## config.mk

```make
export PLATFORM = sky130hd
export DESIGN_NAME = eth_rt_rx_frame_check
export DESIGN_NICKNAME = d
export VERILOG_FILES = /design/src/rtl/eth_rt_rx_frame_check_pkg.sv /design/src/rtl/eth_rt_rx_frame_check_crc32.sv /design/src/rtl/eth_rt_rx_frame_check.sv
export SDC_FILE = /design/constraint.sdc
export NUM_CORES = 1
export LEC_CHECK = 0
export BUFFER_PORTS_ARGS = -buffer_cell sky130_fd_sc_hd__clkbuf_2
export CAP_MARGIN = 20
export CORE_MARGIN = 10
export CORE_UTILIZATION = 30
export CTS_CLUSTER_DIAMETER = 80
export DETAILED_ROUTE_END_ITERATION = 16
export RECOVER_POWER = 50
export SYNTH_ARGS = -nofsm -noshare
export SYNTH_HDL_FRONTEND = slang
export SYNTH_SLANG_ARGS = --single-unit
```

## constraint.sdc

```tcl
create_clock -name clk -period 4.5 [get_ports clk]
set_clock_uncertainty 0.05 [all_clocks]
set_input_delay 0.225 -clock clk [delete_from_list [all_inputs] [get_ports clk]]
set_output_delay 0.225 -clock clk [all_outputs]
set_load 0.01 [all_outputs]
```

## src/rtl/eth_rt_rx_frame_check_pkg.sv

```systemverilog
// Shared constants, state encoding and small helpers for the receive-path frame checker.
package eth_rt_rx_frame_check_pkg;

  localparam logic [7:0]  SFD           = 8'hD5;
  localparam logic [7:0]  PREAMBLE_BYTE = 8'h55;
  localparam logic [31:0] CRC32_INIT    = 32'hFFFF_FFFF;
  localparam logic [31:0] CRC32_POLY    = 32'h04C1_1DB7;
  localparam logic [31:0] CRC32_RESIDUE = 32'hC704_DD7B;

  typedef enum logic [1:0] {
    ST_IDLE  = 2'd0,
    ST_PRE   = 2'd1,
    ST_FRAME = 2'd2,
    ST_DONE  = 2'd3
  } state_t;

  // GMII delivers bit 0 first on the wire; the MSB-first CRC engine wants it in bit 7.
  function automatic logic [7:0] bit_rev8(input logic [7:0] b);
    logic [7:0] r;
    for (int i = 0; i < 8; i++) begin
      r[7-i] = b[i];
    end
    return r;
  endfunction

  function automatic logic [15:0] sat_inc16(input logic [15:0] v);
    return (v == 16'hFFFF) ? v : v + 16'd1;
  endfunction

endpackage

```

## src/rtl/eth_rt_rx_frame_check_crc32.sv

```systemverilog
// Combinational CRC-32 (poly 04C11DB7, MSB first) advance by one byte; the state register lives in the caller.
module eth_rt_rx_frame_check_crc32
  import eth_rt_rx_frame_check_pkg::*;
(
  input  logic [31:0] crc_i,
  input  logic [7:0]  data_i,
  output logic [31:0] crc_o
);

  logic [31:0] c_s;
  logic        fb_s;

  always_comb begin
    c_s  = crc_i;
    fb_s = 1'b0;
    for (int i = 7; i >= 0; i--) begin
      fb_s = c_s[31] ^ data_i[i];
      c_s  = {c_s[30:0], 1'b0} ^ (fb_s ? CRC32_POLY : 32'h0000_0000);
    end
    crc_o = c_s;
  end

endmodule

```

## src/rtl/eth_rt_rx_frame_check.sv

```systemverilog
// Receive-path frame checker: latency-1 GMII forward, SFD search, CRC-32/length verdict and error counters.
// Optional build macro ETH_RX_STRIP_FCS_EN removes the 4 FCS bytes from the forwarded stream.
module eth_rt_rx_frame_check
  import eth_rt_rx_frame_check_pkg::*;
#(
  parameter int END_GAP = 3,
  parameter int MIN_LEN = 64,
  parameter int MAX_LEN = 1518
) (
  input  logic        clk,
  input  logic        rst,
  input  logic        RxValid_in,
  input  logic [7:0]  RxD_in,
  input  logic        RxErr_in,
  input  logic        PortReady_in,
  output logic        PortReady_out,
  output logic        RxValid_out,
  output logic [7:0]  RxD_out,
  output logic        RxErr_out,
  input  logic        clearErrors,
  output logic        frame_done,
  output logic        frame_valid,
  output logic        crc_err,
  output logic        len_err,
  output logic [11:0] frame_len,
  output logic [15:0] crc_err_cnt,
  output logic [15:0] len_err_cnt
);

  localparam int                 GAP_W     = $clog2(END_GAP + 1);
  localparam logic [GAP_W-1:0]   END_GAP_W = GAP_W'(END_GAP);
  localparam logic [11:0]        MIN_LEN_W = 12'(MIN_LEN);
  localparam logic [11:0]        MAX_LEN_W = 12'(MAX_LEN);

  state_t            state_q, state_d;
  logic [31:0]       crc_q, crc_d, crc_next_s;
  logic [11:0]       len_q, len_d;
  logic [GAP_W-1:0]  gap_q, gap_d;
  logic              phy_err_q, phy_err_d;

  logic              sfd_hit_s, frame_byte_s, gap_idle_s, done_s;
  logic              crc_bad_s, len_bad_s;

  logic              rx_valid_q, rx_valid_d;
  logic [7:0]        rxd_q, rxd_d;
  logic              rx_err_q;
  logic              frame_done_q, frame_valid_q, crc_err_q, len_err_q;
  logic [11:0]       frame_len_q;
  logic [15:0]       crc_cnt_q, crc_cnt_d, len_cnt_q, len_cnt_d;

  eth_rt_rx_frame_check_crc32 u_crc32 (
    .crc_i  (crc_q),
    .data_i (bit_rev8(RxD_in)),
    .crc_o  (crc_next_s)
  );

  always_ff @(posedge clk or posedge rst) begin
    if (rst) begin
      state_q <= ST_IDLE;
    end else begin
      state_q <= state_d;
    end
  end

  always_comb begin
    state_d = state_q;
    case (state_q)
      ST_IDLE: begin
        if (RxValid_in && (RxD_in == SFD)) begin
          state_d = ST_FRAME;
        end else if (RxValid_in && (RxD_in == PREAMBLE_BYTE)) begin
          state_d = ST_PRE;
        end else begin
          state_d = ST_IDLE;
        end
      end
      ST_PRE: begin
        if (RxValid_in && (RxD_in == SFD)) begin
          state_d = ST_FRAME;
        end else begin
          state_d = ST_PRE;
        end
      end
      ST_FRAME: begin
        if (gap_q == END_GAP_W) begin
          state_d = ST_DONE;
        end else begin
          state_d = ST_FRAME;
        end
      end
      ST_DONE:  state_d = ST_IDLE;
      default:  state_d = ST_IDLE;
    endcase
  end

  // A stalled consumer (PortReady_in=0) must never be mistaken for the end-of-frame gap.
  always_comb begin
    sfd_hit_s    = 1'b0;
    frame_byte_s = 1'b0;
    gap_idle_s   = 1'b0;
    done_s       = 1'b0;
    case (state_q)
      ST_IDLE, ST_PRE: sfd_hit_s = RxValid_in && (RxD_in == SFD);
      ST_FRAME: begin
        frame_byte_s = RxValid_in && (gap_q != END_GAP_W);
        gap_idle_s   = !RxValid_in && PortReady_in;
      end
      ST_DONE:  done_s = 1'b1;
      default:  done_s = 1'b0;
    endcase
  end

  always_comb begin
    crc_d     = crc_q;
    len_d     = len_q;
    gap_d     = gap_q;
    phy_err_d = phy_err_q;
    if (sfd_hit_s) begin
      crc_d     = CRC32_INIT;
      len_d     = 12'd0;
      gap_d     = {GAP_W{1'b0}};
      phy_err_d = 1'b0;
    end else if (frame_byte_s) begin
      crc_d     = crc_next_s;
      len_d     = (len_q == 12'hFFF) ? len_q : len_q + 12'd1;
      gap_d     = {GAP_W{1'b0}};
      phy_err_d = phy_err_q | RxErr_in;
    end else if (gap_idle_s) begin
      gap_d     = (gap_q == END_GAP_W) ? gap_q : gap_q + GAP_W'(1);
      phy_err_d = phy_err_q | RxErr_in;
    end else if (done_s) begin
      gap_d     = {GAP_W{1'b0}};
    end else begin
      phy_err_d = phy_err_q | ((state_q == ST_FRAME) & RxErr_in);
    end
  end

  always_ff @(posedge clk or posedge rst) begin
    if (rst) begin
      crc_q     <= CRC32_INIT;
      len_q     <= 12'd0;
      gap_q     <= {GAP_W{1'b0}};
      phy_err_q <= 1'b0;
    end else begin
      crc_q     <= crc_d;
      len_q     <= len_d;
      gap_q     <= gap_d;
      phy_err_q <= phy_err_d;
    end
  end

  assign crc_bad_s = (crc_q != CRC32_RESIDUE);
  assign len_bad_s = (len_q < MIN_LEN_W) | (len_q > MAX_LEN_W);

  // Clear beats a same-cycle increment so software sees a clean zero after clearing.
  always_comb begin
    crc_cnt_d = crc_cnt_q;
    len_cnt_d = len_cnt_q;
    if (clearErrors) begin
      crc_cnt_d = 16'd0;
      len_cnt_d = 16'd0;
    end else if (done_s) begin
      crc_cnt_d = crc_bad_s ? sat_inc16(crc_cnt_q) : crc_cnt_q;
      len_cnt_d = len_bad_s ? sat_inc16(len_cnt_q) : len_cnt_q;
    end else begin
      crc_cnt_d = crc_cnt_q;
      len_cnt_d = len_cnt_q;
    end
  end

  always_ff @(posedge clk or posedge rst) begin
    if (rst) begin
      frame_done_q  <= 1'b0;
      frame_valid_q <= 1'b0;
      crc_err_q     <= 1'b0;
      len_err_q     <= 1'b0;
      frame_len_q   <= 12'd0;
      crc_cnt_q     <= 16'd0;
      len_cnt_q     <= 16'd0;
    end else begin
      frame_done_q <= done_s;
      crc_cnt_q    <= crc_cnt_d;
      len_cnt_q    <= len_cnt_d;
      if (sfd_hit_s) begin
        frame_valid_q <= 1'b0;
        crc_err_q     <= 1'b0;
        len_err_q     <= 1'b0;
      end else if (done_s) begin
        frame_valid_q <= ~crc_bad_s & ~len_bad_s & ~phy_err_q;
        crc_err_q     <= crc_bad_s;
        len_err_q     <= len_bad_s;
        frame_len_q   <= len_q;
      end else begin
        frame_valid_q <= frame_valid_q;
        crc_err_q     <= crc_err_q;
        len_err_q     <= len_err_q;
      end
    end
  end

`ifdef ETH_RX_STRIP_FCS_EN
  logic [3:0][7:0] dline_q;
  logic [2:0]      fill_q;

  // Frame bytes lag by four so the trailing FCS is still in the line when the frame ends.
  always_ff @(posedge clk or posedge rst) begin
    if (rst) begin
      dline_q <= '0;
      fill_q  <= 3'd0;
    end else if (sfd_hit_s || done_s) begin
      dline_q <= '0;
      fill_q  <= 3'd0;
    end else if (frame_byte_s) begin
      dline_q <= {dline_q[2:0], RxD_in};
      fill_q  <= (fill_q == 3'd4) ? fill_q : fill_q + 3'd1;
    end else begin
      dline_q <= dline_q;
      fill_q  <= fill_q;
    end
  end

  always_comb begin
    rx_valid_d = RxValid_in;
    rxd_d      = RxD_in;
    if (state_q == ST_FRAME) begin
      rx_valid_d = frame_byte_s && (fill_q == 3'd4);
      rxd_d      = dline_q[3];
    end else begin
      rx_valid_d = RxValid_in;
      rxd_d      = RxD_in;
    end
  end
`else
  assign rx_valid_d = RxValid_in;
  assign rxd_d      = RxD_in;
`endif

  always_ff @(posedge clk or posedge rst) begin
    if (rst) begin
      rx_valid_q <= 1'b0;
      rxd_q      <= 8'h00;
      rx_err_q   <= 1'b0;
    end else begin
      rx_valid_q <= rx_valid_d;
      rxd_q      <= rxd_d;
      rx_err_q   <= RxErr_in;
    end
  end

  assign PortReady_out = PortReady_in;
  assign RxValid_out   = rx_valid_q;
  assign RxD_out       = rxd_q;
  assign RxErr_out     = rx_err_q;
  assign frame_done    = frame_done_q;
  assign frame_valid   = frame_valid_q;
  assign crc_err       = crc_err_q;
  assign len_err       = len_err_q;
  assign frame_len     = frame_len_q;
  assign crc_err_cnt   = crc_cnt_q;
  assign len_err_cnt   = len_cnt_q;

endmodule

```

After elaboration in Yosys (flattened, before gate mapping)
Cells that the tools add are included.
- output and inout port bits: 59
- memories kept: 0
- bits of input ports: 14
- bits in read-only memories: 0
- flip-flop bits (word level): 107
- bits in latches: 0
- memory bits (writable): 0
- magnitude comparators: 2
- reduce and logical (&&, ||, !) cells: 18
- bitwise logic cells: 26
- eq/ne operators: 16
- mux-type cells: 45
- shift operators: 0
- add/subtract/negate cells: 4
- multiply operators: 0
- divide/modulo/power cells: 0
- operators with widths (operator ; number):
    XOR 32 bit ; 8
    two-way mux 27 bit ; 8
    two-way mux 16 bit ; 8
    two-way mux 32 bit ; 2
    two-way mux 12 bit ; 3
    adder 16 x 1 -> 16 bit, second input constant ; 2
    equality test 16 bit, second input constant ; 2
    != test 32 bit, second input constant ; 1
    two-way mux 1 bit ; 16
    two-way mux 2 bit ; 7
    adder 12 x 1 -> 12 bit, second input constant ; 1
    equality test 12 bit, second input constant ; 1
    > comparator 12 x 11 -> 1 bit, second input constant ; 1
    < comparator 12 x 7 -> 1 bit, second input constant ; 1
    nonzero test 2 bit ; 5
    equality test 8 x 7 -> 1 bit, second input constant ; 1
    equality test 8 bit, second input constant ; 1
    != test 2 bit, second input constant ; 4
    != test 4 bit, second input constant ; 2
    one-hot mux 2 bit (4 select lines) ; 1
    XOR 1 bit ; 8
    equality test 2 bit, second input constant ; 3
    AND reduction 2 bit ; 3
    AND reduction 3 bit ; 2
    10 further kinds ; 20

Logic depth before layout (Yosys ltp)
- depth after elaboration: 26
- mapped depth: 8

Modules after synthesis
A second synthesis with hierarchy kept.
- cell total of the unflattened synthesis: 588
- area, all modules: 6024.5 sq um
- modules (own cells, without submodules) (module ; area an instance (sq um) ; cells each ; times used):
    eth_rt_rx_frame_check ; 5004.8 ; 523 ; 1
    eth_rt_rx_frame_check_crc32 ; 1019.7 ; 65 ; 1

Least setup slack after synthesis
No wires, ideal clock.
- path type: reg2reg
- from: register crc_q[31]
- to: register crc_cnt_q[7], in the netlist crc_err_cnt[7]
- period minus slack after synthesis: 2.175 ns
- slack: 2.325 ns
- data arrival time: 1.998 ns
- cell stages (with the launch flop): 7
- cells stage by stage: dfstp_2 -> or4b_4 -> nor4_4 -> a21o_4 -> buf_6 -> nor4b_1 -> mux2_1
- cells in the longest elaborated chain, start to end: 3
- ends and longest elaborated chain (what ; RTL line ; RTL):
    start, declared ; eth_rt_rx_frame_check.sv:36 ; logic [31:0] crc_q, crc_d, crc_next_s;
    start signal, assigned ; eth_rt_rx_frame_check.sv:145 ; crc_q <= crc_d;
    != test 32 bit ; eth_rt_rx_frame_check.sv:152 ; assign crc_bad_s = (crc_q != CRC32_RESIDUE);
    nonzero test 2 bit (no source line) ; n/a ;
    AND reduction 3 bit (no source line) ; n/a ;
    end signal, assigned ; eth_rt_rx_frame_check.sv:182 ; crc_cnt_q <= crc_cnt_d;
    end, declared ; eth_rt_rx_frame_check.sv:49 ; logic [15:0] crc_cnt_q, crc_cnt_d, len_cnt_q, len_cnt_d;
Every way passes these cells.
A chain may end at the register's enable or synchronous reset.

Worst setup path in the final report
- from: input port RxValid_in
- to: register len_q[9]
- cells in the longest elaborated chain, start to end: 4
- ends and longest elaborated chain (what ; RTL line ; RTL):
    start, declared ; eth_rt_rx_frame_check.sv:12 ; input logic RxValid_in,
    logical AND 1 bit, on equally long branches ; eth_rt_rx_frame_check.sv:103, eth_rt_rx_frame_check.sv:105 ;
    two-way mux 1 bit ; eth_rt_rx_frame_check.sv:102 ; case (state_q)
    != test 2 bit (no source line) / nonzero test 2 bit (equally long branches) ; n/a ;
    AND reduction 2 bit (no source line) ; n/a ;
    end signal, assigned ; eth_rt_rx_frame_check.sv:146 ; len_q <= len_d;
    end, declared ; eth_rt_rx_frame_check.sv:37 ; logic [11:0] len_q, len_d;
Several ways; a longest one is shown, not always the timed one.

==> summary.md <==
| Metric | Value |
|---|---|
| Outcome | complete, but fails checks |
| Failing checks | capacitance limit, slew limit |
| CTS tree | done |
| Fin nets | 652 |
| Sw Ratio | 35.9% |
| Hold Path Stages | 1 |
| Startpoint Class | input port |
| Count leader, synth | dfrtp_1 |
| H-tree depth | 3 |
| Area of the multi-input gates | 2910 sq um |
| Pleak | 2.65 nW |
| Post-synth ARST share | 100% |
| Cell-internal power | 0.00271 W |
| #FFs+latches synth | 107 |
| Clock slew at reported path FFs | 70 ps |
| Row count | 50 |
| Power per cell area | 636 nW/um^2 |
| Worst path required time | 4730 ps |
| GR Overflow Total | 0 |
| Crit-path cells | dlygate4sd3_1, clkbuf_1, nor4bb_4, buf_4, o31a_1, nand3_1, or3_1, a21oi_1 |
| Clk root buf | clkbuf_16 |
| WL/cell | 16.6 microns |
| I/O pin total | 73 |
| Vias in the first global route | 4254 |
| Critical path's largest stage delay | 520 ps |
| Synth Flop Type | dfrtp_1 |
| Hold Crit Start | RxD_in[0] |
| Setup_tns | 0 ps |
| Core area | 18800 sq um |
| Worst-case clock buffer depth | 2 |
| Hold EP | RxD_out[0] |
| Fraction of the cycle the final worst path needs | 59.6% |
| Max FO, Critical Path | 46 |
| Syn-to-layout area delta | 15.7% |
| Via Count | 4388 |
| Netlist cell types | 62 |
| Max-slew violation count | 73 |
| # fillers | 1924 |
| Reg2Reg Capture Point | len_q[9] |
| Slew headroom | -117% |
| Sequential cell area fraction in the yosys report | 47.2% |
| Clock Sinks | 107 |
| Port bufs | 72 |
| Max Cap Violations | 1 |
| Share of layout cells above drive strength 1 | 12.8% |
| First-pass GRT wire length | 23100 microns |
| Top cells by area, synth | dfrtp_1, dfstp_2, xnor2_1, a21oi_1, nand2_1 |
| P_sw | 0.00152 W |
| Number of buffers created by CTS | 9 |
| Pin count of the biggest net entering global routing | 73 |
| Maximum VDD drop | 0.000260 V |
| GP Congestion | 0.819 |
| Antenna diode count | 0 |
| Via-to-Cell Ratio | 5.03 |
| Commonest cells in the netlist | dfrtp_1, nand2_1, a21oi_1 |
| Min-delay worst type | input port to flip-flop |
| Initial detailed-routing violation count | 240 |
| Crit Path Class | input port to flip-flop |
| DP Cell Count | 849 |
| Clock power frac | 20.4% |
| Worst setup EP type | flip-flop |
| Post-Syn Instances | 565 |
| Initial antenna violation count | 0 |
| Dominant cell type by area after synthesis | dfrtp_1 |
| Depth of the worst register-to-register path | 7 |
| Reg2reg setup slack | 1840 ps |
| DRT Wirelength | 14500 microns |
| # DRC | 0 |
| Final Hold Fails | 0 |
| RSZ-0062 raised after global routing | no |
| Sequential share of power | 33.9% |
| Seq. cell area | 2720 sq um |
| Worst flop-to-flop path startpoint | gap_q[0] |
| Pre-antenna DRT Iters | 4 |
| Initial cell density of the core | 30.7% |
| Post-synth EDFFs | 0 |
| Syn Area/Cell | 10.2 sq um |
| Total GRT Usage | 11.6% |
| Post-synth top area share | 32.6% |
| Gate power share | 45.6% |
| Die Span Y | 159 microns |
| DPL Wire Length | 10100 microns |
| Tmin final | 2680 ps |
| Final setup vio count | 0 |
| Worst-Margin Slew | 3230 ps |
| Netlist Area Pre-Place | 5760 sq um |
| Fin cells | 873 |
| WP data arrival | 2910 ps |
| Post-synth net total | 583 |
| Antenna-violating nets left | 0 |
| CP max stage cell | dlygate4sd3_1 |
| Clk_lat worst skew | 360 ps |
| Die Span X | 159 microns |
| Warnings, synthesis | 0 |
| Fmax | 373 MHz |
| Die area | 25100 sq um |
metal layers:
| layer | share of wire (%) | GRT usage (%) |
|---|---|---|
| met1 | 48 | 14.8 |
| met2 | 47 | 18.5 |
| met3 | 3.9 | 2.91 |
| met4 | 1.7 | 4.46 |
| met5 | 0 | 0 |
cell type report:
cell class,count,share of cell area [%]
tap,234,4.40
clock buffer,12,3.70
timing repair buffer,85,5.94
sequential,107,40.8
multi-input combinational,424,43.6
clock inverter,4,1.11
inverter,7,0.413
timing repair:
item                      CTS  global route
hold endpoints to repair    8             0
resized for setup           0             0
setup buffers               0             0
hold buffers                8             0
layout by cell type, fill, tap and decap left out, types with 5 or more instances in the layout:
master / instances
nand4_1: 13
inv_1: 6
nor2_1: 23
nor2b_1: 8
nand4b_1: 6
or4_1: 10
dlygate4sd3_1: 8
o31ai_1: 9
and4_1: 7
xnor2_1: 41
a21oi_1: 50
dfrtp_1: 75
xnor2_2: 7
nand3_1: 25
nor3_1: 25
nor4_1: 7
or3_1: 11
buf_4: 5
mux2_1: 6
clkbuf_16: 9
clkbuf_1: 68
nand2_1: 66
o21ai_0: 17
clkbuf_2: 6
o211ai_1: 5
dfstp_2: 32
xor2_1: 24
cell families after synthesis:
kind of cell	after synthesis	synth area share, %
multiplexers	9	1.74
buffers and inverters	34	2.63
AO/OA/AOI/OAI	103	11.0
flip-flops	107	47.2
adder cells (fa/ha/maj)	4	0.869
AND/OR/NAND/NOR	228	21.7
XOR/XNOR	80	14.9
worst max-delay path, delay by kind of cell:
| family | cells | cell delay (ps) |
|---|---|---|
| compound gates | 2 | 580 |
| buf+inv | 3 | 1180 |
| simple gates | 3 | 910 |
power by group through the flow:
stage          clock network, W  registers, W  logic [W]
6_report               0.000865       0.00144    0.00193
2_1_floorplan                 0       0.00140    0.00161
3_3_place_gp                  0       0.00145    0.00193
3_5_place_dp                  0       0.00145    0.00192
5_1_grt                0.000921       0.00147    0.00210
4_1_cts                0.000888       0.00144    0.00195
worst max-delay path by stage:
stage | from | to | slack (ps) | depth (start not counted)
floorplan | rst | RxD_out[0] | 1460 | 1
global placement | gap_q[0] | len_q[7] | 1930 | 7
detailed placement | gap_q[0] | len_q[7] | 1860 | 7
CTS | gap_q[0] | len_q[9] | 1840 | 7
global route | rst | crc_q[29] | 1610 | 3
finish | RxValid_in | len_q[9] | 1820 | 8
state kept, by name (all words and copies together), names as in the netlist:
register	flops
RxValid_out	1
frame_done	1
len_q	12
len_err_cnt	16
frame_len	12
RxErr_out	1
crc_q	32
crc_err	1
frame_valid	1
RxD_out	8
gap_q	2
phy_err_q	1
len_err	1
crc_err_cnt	16
state_q	2
stage by stage:
stage	setup slack (ps)	hold slack [ps]	utilization, %	total power [W]	area [sq um]
floorplan	1460	206	-	0.00301	5760
CTS	1840	8.52	35.9	0.00427	6740
finish	1820	49.5	35.5	0.00423	6660
global placement	1930	333	33.8	0.00339	6340
detailed placement	1860	331	33.8	0.00338	6340
global route	1610	47.6	35.5	0.00449	6660
Note: power is estimated with default switching activity, not from simulation.
